<file path="src/rtl/rx_frame_if.sv">
// rx_frame_if: serial line, configuration, consumer handshake and status of rx_frame_module.
`timescale 1ns/1ps
`default_nettype none

interface rx_frame_if;
  logic       rx;
  logic       stop_bit_config;
  logic       rd_en;
  logic [7:0] data_out;
  logic       rx_valid;
  logic       frame_err;
  logic       overrun;
  logic       busy;

  modport master (
    output rx, stop_bit_config, rd_en,
    input  data_out, rx_valid, frame_err, overrun, busy
  );

  modport slave (
    input  rx, stop_bit_config, rd_en,
    output data_out, rx_valid, frame_err, overrun, busy
  );
endinterface

`default_nettype wire

</file>
<file path="src/rtl/rx_frame_module.sv">
// rx_frame_module: one-bit-per-clock serial frame receiver (start, 8 data LSB first, 1/2 stop).
// Macro RX_FRAME_FIFO_EN selects a 4-entry output FIFO instead of a single holding register.
`timescale 1ns/1ps
`default_nettype none

module rx_frame_module (
  input  wire logic  clk,
  input  wire logic  rst,
  rx_frame_if.slave  bus
);

  typedef enum logic [1:0] {
    IDLE = 2'd0,
    DATA = 2'd1,
    STOP = 2'd2,
    BRK  = 2'd3
  } state_t;

  state_t     state_q, state_d;
  logic       sync1_q, rx_s_q, rx_prev_q;
  logic [7:0] shift_q, shift_d;
  logic [2:0] cnt_q, cnt_d;
  logic       stop2_q, stop2_d;
  logic       ferr_q;
  logic       ovr_q;
  logic       deliver_w;
  logic       ferr_w;

  // rx_prev_q makes the start condition a genuine 1-to-0 edge of the synchronized line
  always_ff @(posedge clk or posedge rst) begin
    if (rst) begin
      sync1_q   <= 1'b1;
      rx_s_q    <= 1'b1;
      rx_prev_q <= 1'b1;
    end else begin
      sync1_q   <= bus.rx;
      rx_s_q    <= sync1_q;
      rx_prev_q <= rx_s_q;
    end
  end

  always_ff @(posedge clk or posedge rst) begin
    if (rst) begin
      state_q <= IDLE;
    end else begin
      state_q <= state_d;
    end
  end

  always_comb begin
    state_d   = state_q;
    shift_d   = shift_q;
    cnt_d     = cnt_q;
    stop2_d   = stop2_q;
    deliver_w = 1'b0;
    ferr_w    = 1'b0;
    case (state_q)
      IDLE: begin
        if (!rx_s_q && rx_prev_q) begin
          state_d = DATA;
          cnt_d   = 3'd0;
          stop2_d = bus.stop_bit_config;
        end
      end
      DATA: begin
        shift_d = {rx_s_q, shift_q[7:1]};
        cnt_d   = cnt_q + 3'd1;
        if (cnt_q == 3'd7) begin
          state_d = STOP;
        end
      end
      STOP: begin
        // cnt_q counts good stop bits already seen; wraps to 0 on entry from DATA
        if (!rx_s_q) begin
          ferr_w  = 1'b1;
          state_d = BRK;
          cnt_d   = 3'd0;
        end else if (stop2_q && (cnt_q == 3'd0)) begin
          cnt_d   = 3'd1;
        end else begin
          deliver_w = 1'b1;
          state_d   = IDLE;
          cnt_d     = 3'd0;
        end
      end
      BRK: begin
        if (rx_s_q) begin
          state_d = IDLE;
        end
      end
      default: begin
        state_d = IDLE;
      end
    endcase
  end

  always_ff @(posedge clk or posedge rst) begin
    if (rst) begin
      shift_q <= 8'd0;
      cnt_q   <= 3'd0;
      stop2_q <= 1'b0;
      ferr_q  <= 1'b0;
    end else begin
      shift_q <= shift_d;
      cnt_q   <= cnt_d;
      stop2_q <= stop2_d;
      ferr_q  <= ferr_w;
    end
  end

`ifdef RX_FRAME_FIFO_EN
  logic [7:0] mem_q [4];
  logic [1:0] wr_ptr_q, rd_ptr_q;
  logic [2:0] count_q;
  logic       pop_w, push_w, full_w;

  assign full_w = (count_q == 3'd4);
  assign pop_w  = bus.rd_en && (count_q != 3'd0);
  assign push_w = deliver_w && (!full_w || pop_w);

  always_ff @(posedge clk or posedge rst) begin
    if (rst) begin
      for (int i = 0; i < 4; i++) begin
        mem_q[i] <= 8'd0;
      end
      wr_ptr_q <= 2'd0;
      rd_ptr_q <= 2'd0;
      count_q  <= 3'd0;
      ovr_q    <= 1'b0;
    end else begin
      ovr_q <= deliver_w && full_w && !pop_w;
      if (push_w) begin
        mem_q[wr_ptr_q] <= shift_q;
        wr_ptr_q        <= wr_ptr_q + 2'd1;
      end
      if (pop_w) begin
        rd_ptr_q <= rd_ptr_q + 2'd1;
      end
      case ({push_w, pop_w})
        2'b10:   count_q <= count_q + 3'd1;
        2'b01:   count_q <= count_q - 3'd1;
        default: count_q <= count_q;
      endcase
    end
  end

  assign bus.data_out = mem_q[rd_ptr_q];
  assign bus.rx_valid = (count_q != 3'd0);
`else
  logic [7:0] data_q;
  logic       valid_q;
  logic       pop_w;

  assign pop_w = bus.rd_en && valid_q;

  // A same-cycle pop frees the register, so the delivery is accepted
  always_ff @(posedge clk or posedge rst) begin
    if (rst) begin
      data_q  <= 8'd0;
      valid_q <= 1'b0;
      ovr_q   <= 1'b0;
    end else begin
      ovr_q <= 1'b0;
      if (deliver_w) begin
        if (!valid_q || pop_w) begin
          data_q  <= shift_q;
          valid_q <= 1'b1;
        end else begin
          ovr_q <= 1'b1;
        end
      end else if (pop_w) begin
        valid_q <= 1'b0;
      end
    end
  end

  assign bus.data_out = data_q;
  assign bus.rx_valid = valid_q;
`endif

  assign bus.frame_err = ferr_q;
  assign bus.overrun   = ovr_q;
  assign bus.busy      = (state_q != IDLE);

endmodule

`default_nettype wire

</file>
<file path="src/flat_wrapper.sv">
// flat-port wrapper written by rule: the top's interface ports become plain ports
module rx_frame_module_flat 
  (clk, rst, bus_rx, bus_stop_bit_config, bus_rd_en, bus_data_out, bus_rx_valid, bus_frame_err, bus_overrun, bus_busy);
  rx_frame_if bus_i ();
  input  wire logic clk;
  input  wire logic rst;
  input wire logic [$bits(bus_i.rx)-1:0] bus_rx;
  input wire logic [$bits(bus_i.stop_bit_config)-1:0] bus_stop_bit_config;
  input wire logic [$bits(bus_i.rd_en)-1:0] bus_rd_en;
  output wire logic [$bits(bus_i.data_out)-1:0] bus_data_out;
  output wire logic [$bits(bus_i.rx_valid)-1:0] bus_rx_valid;
  output wire logic [$bits(bus_i.frame_err)-1:0] bus_frame_err;
  output wire logic [$bits(bus_i.overrun)-1:0] bus_overrun;
  output wire logic [$bits(bus_i.busy)-1:0] bus_busy;
  assign bus_i.rx = bus_rx;
  assign bus_i.stop_bit_config = bus_stop_bit_config;
  assign bus_i.rd_en = bus_rd_en;
  assign bus_data_out = bus_i.data_out;
  assign bus_rx_valid = bus_i.rx_valid;
  assign bus_frame_err = bus_i.frame_err;
  assign bus_overrun = bus_i.overrun;
  assign bus_busy = bus_i.busy;
  rx_frame_module u_core (.clk(clk), .rst(rst), .bus(bus_i));
endmodule
</file>
<file path="config.mk">
export PLATFORM = sky130hd
export DESIGN_NAME = rx_frame_module_flat
export DESIGN_NICKNAME = d
export VERILOG_FILES = /design/src/rtl/rx_frame_if.sv /design/src/rtl/rx_frame_module.sv /design/src/flat_wrapper.sv
export SDC_FILE = /design/constraint.sdc
export NUM_CORES = 1
export LEC_CHECK = 0
export ABC_AREA = 0
export BUFFER_PORTS_ARGS = -buffer_cell sky130_fd_sc_hd__buf_4
export CAP_MARGIN = 10
export CORE_AREA = 2 2 53 55
export CTS_BUF_LIST = sky130_fd_sc_hd__clkbuf_8
export CTS_CLUSTER_SIZE = 12
export DETAILED_ROUTE_END_ITERATION = 10
export DIE_AREA = 0 0 55 57
export PLACE_DENSITY_LB_ADDON = 0.2
export SLEW_MARGIN = 40
export SYNTH_ARGS = -nofsm -noshare
export SYNTH_HDL_FRONTEND = slang
export SYNTH_SLANG_ARGS = --single-unit
</file>
<file path="constraint.sdc">
create_clock -name clk -period 1.7 [get_ports clk]
set_clock_uncertainty 0.2 [all_clocks]
set_input_delay 0.17 -clock clk [delete_from_list [all_inputs] [get_ports clk]]
set_output_delay 0.17 -clock clk [all_outputs]
set_load 0.1 [all_outputs]
</file>
==> metrics.md <==
| Metric | Value |
|---|---|
| CTS buffer count | 3 |
| RSZ-0062 raised after global routing | yes |
| Num rows | 19 |
| WL/cell | about 14 µm |
| GPL Wtd Cong | 0.756 |
| First-pass GRT wire length | around 4.0 mm |
| CP Class | flip-flop to flip-flop |
| Bufs and invs on worst path | 1 |
| Final max-slew violation count | 0 |
| DIE AREA | around 3100 µm² |
| Grt total ovfl | 0 |
| Fin. Hold Viols | 0 |
| Syn-to-layout area delta | 43.6% |
| Synth top cells by count | dfrtp_1, mux2_2, inv_1 |
| Yosys warnings | 0 |
| Port bufs | 16 |
| Core ar. | roughly 2600 µm² |
| Violated checks | setup timing |
| Syn avg cell area | 13.6 µm² |
| CP max stage delay | 440 ps |
| Layout cells sized above 1 | 0.565 |
| Synthesized flop and latch total | 28 |
| CTS tree | built |
| CTS sink cnt | 28 |
| FFs w/ async S/R, synth | 1.00 |
| Crit path cell chain | buf_6 -> ha_4 -> a222oi_1 -> o21ai_1 -> a2bb2oi_1 |
| CTS Buffer Depth | 2 |
| CTS Root Cell | clkbuf_8 |
| Synth area leaders | dfrtp_1, mux2_2, ha_1 |
| Worst Slack Setup Final | -82.7 ps |
| Worst-path clk slew | 100 ps |
| Total track usage | 0.176 |
| Critical Path AT | 1750 ps |
| Final period util | 1.05 |
| DIE WIDTH | around 55 µm |
| Initial Util | 0.464 |
| Hpwl dp | 1.43 mm |
| Antenna viol nets, final | 0 |
| Tmin final | 1780 ps |
| Top-count cell post-synth | dfrtp_1 |
| Post-synth top flop | dfrtp_1 |
| Clk_lat worst skew | 280 ps |
| Vias per cell | 5.12 |
| Outcome | finished, violations left |
| Slowest stage cell on the critical path | dfrtp_1 |
| Largest area contributor in the netlist | dfrtp_1 |
| Synth top area share | 0.515 |
| Die height | between 50 and 60 µm |
| Htree depth | 1 |
| Cells after Synth | 89 |
| Via count | 830 |
| Data required, critical path | between 1500 and 2000 ps |
| IO Count | 17 |
| Slew headroom | 0.758 |
| FMAX | 0.561 GHz |
| Setup TNS | -450 ps |
| Setup crit end kind | flip-flop |
| Maximum fanout along the worst path | 3 |
| Cell family with most CP delay | compound AO/OA/AOI/OAI gates |
| Final wirelength | 2.31 mm |
| Cell area after synthesis | 1210 µm² |
| Sequential area share after synthesis | 0.580 |
| Initial antenna violation count | 0 |
| # DRC | 0 |
| Slew @ Worst Pin | 363 ps |
| Worst min path class | flip-flop to flip-flop |
| Iter 0 DRT Violations | 15 |
| Netlist cell types | 24 |
| Final Setup Violations | 10 |
| Max_cap viols | 0 |
| Pre-antenna DRT Iters | 4 |
| Vias in the first global route | between 900 and 1000 |
| Number of flops mapped to enable cells by yosys | 0 |
| Pin count of the biggest net entering global routing | 29 |
| Syn Nets | roughly 100 |
| CP Launch Type | flip-flop |
| Number of diodes | 0 |
| NumNets Final | 145 |
==> worst reg2reg max path: stages (launching register included) <==
cell       delay, ps
dfrtp_1          440
buf_6            150
ha_4             150
a222oi_1         380
o21ai_1          190
a2bb2oi_1        160
==> per-stage QoR <==
stage | hold WS [ps] | util | cells | setup WS [ps] | instance area (µm²)
3_3_place_gp | 55.0 | 0.558 | 146 | -106 | 1460
4_1_cts | 162 | 0.649 | 160 | -48.9 | 1700
5_1_grt | 169 | 0.667 | 162 | -189 | 1740
3_5_place_dp | 60.4 | 0.558 | 146 | -80.8 | 1460
6_report | 161 | 0.667 | 162 | -82.7 | 1740
2_1_floorplan | -25.5 | - | 89 | 9.92 | 1220
==> layout by cell type, fill, tap and decap left out, types with 3 or more instances in the layout <==
cell           Yosys  final
ha_1               8      4
inv_2              0      4
inv_1              9      4
clkbuf_8           0      3
ha_4               0      4
buf_6              0      4
dfstp_2            3      3
dfrtp_1           25     24
mux2_4             0      8
buf_4              0     31
mux2_2            14      9
dlygate4sd3_1      0      4
==> worst paths after layout <==
kind                                       end  cells past startpoint  slack (ps)               from
max                          u_core.state_q[1]                      5         -80  u_core.state_q[0]
min                              u_core.rx_s_q                      0         160     u_core.sync1_q
max reg2reg                  u_core.state_q[1]                      5         -80  u_core.state_q[0]
min reg2reg                      u_core.rx_s_q                      0         160     u_core.sync1_q
max in group asynchronous     u_core.rx_prev_q                      4         700                rst
min in group asynchronous  u_core.bus.rx_valid                      4         300                rst
==> kinds of logic (layout without fill, tap and decap cells) <==
family	Yosys count	in the layout	synth area share
DFF	28	28	0.580
muxes	18	18	0.166
and+or+nand+nor	15	15	0.0856
buffers and inverters	11	53	0.0361
AOI/OAI and AO/OA	9	9	0.0495
adders and majority gates	8	8	0.0825
==> area by class of cell <==
| cell class | instances | area (µm²) |
|---|---|---|
| sequential | 28 | 708 |
| fill | 187 | 872 |
| timing repair buffer | 40 | 338 |
| clock buffer | 3 | 41.3 |
| clock inverter | 1 | 30.0 |
| inverter | 9 | 36.3 |
| tap | 31 | 38.8 |
| multi-input combinational | 50 | 551 |
==> sequential cells by signal (all words and copies together), names as in the netlist <==
register	count
u_core.bus.data_out	8
u_core.rx_s_q	1
u_core.bus.frame_err	1
u_core.state_q	2
u_core.stop2_q	1
u_core.bus.overrun	1
u_core.rx_prev_q	1
u_core.cnt_q	3
u_core.shift_q	8
u_core.bus.rx_valid	1
u_core.sync1_q	1
==> routing by layer <==
layer  GRT usage  vias up  wire length [µm]
met5           0        -                 0
met4      0.0732        0                35
met3      0.0314        4                90
met2       0.293       18              1150
met1       0.222      420              1040
li1            -      388                 -
==> what timing repair did <==
action | 4_1_cts | 5_1_grt
buffers inserted | 6 | 2
endpoints found under the hold margin | 28 | 0
hold buffers | 4 | 0
pin swaps | 3 | 2
setup endpoints to repair | 11 | 12
gates resized for setup | 21 | 9
Power is not shown: default switching activity piles up to over one toggle a cycle in this logic, so the estimate is an artifact.
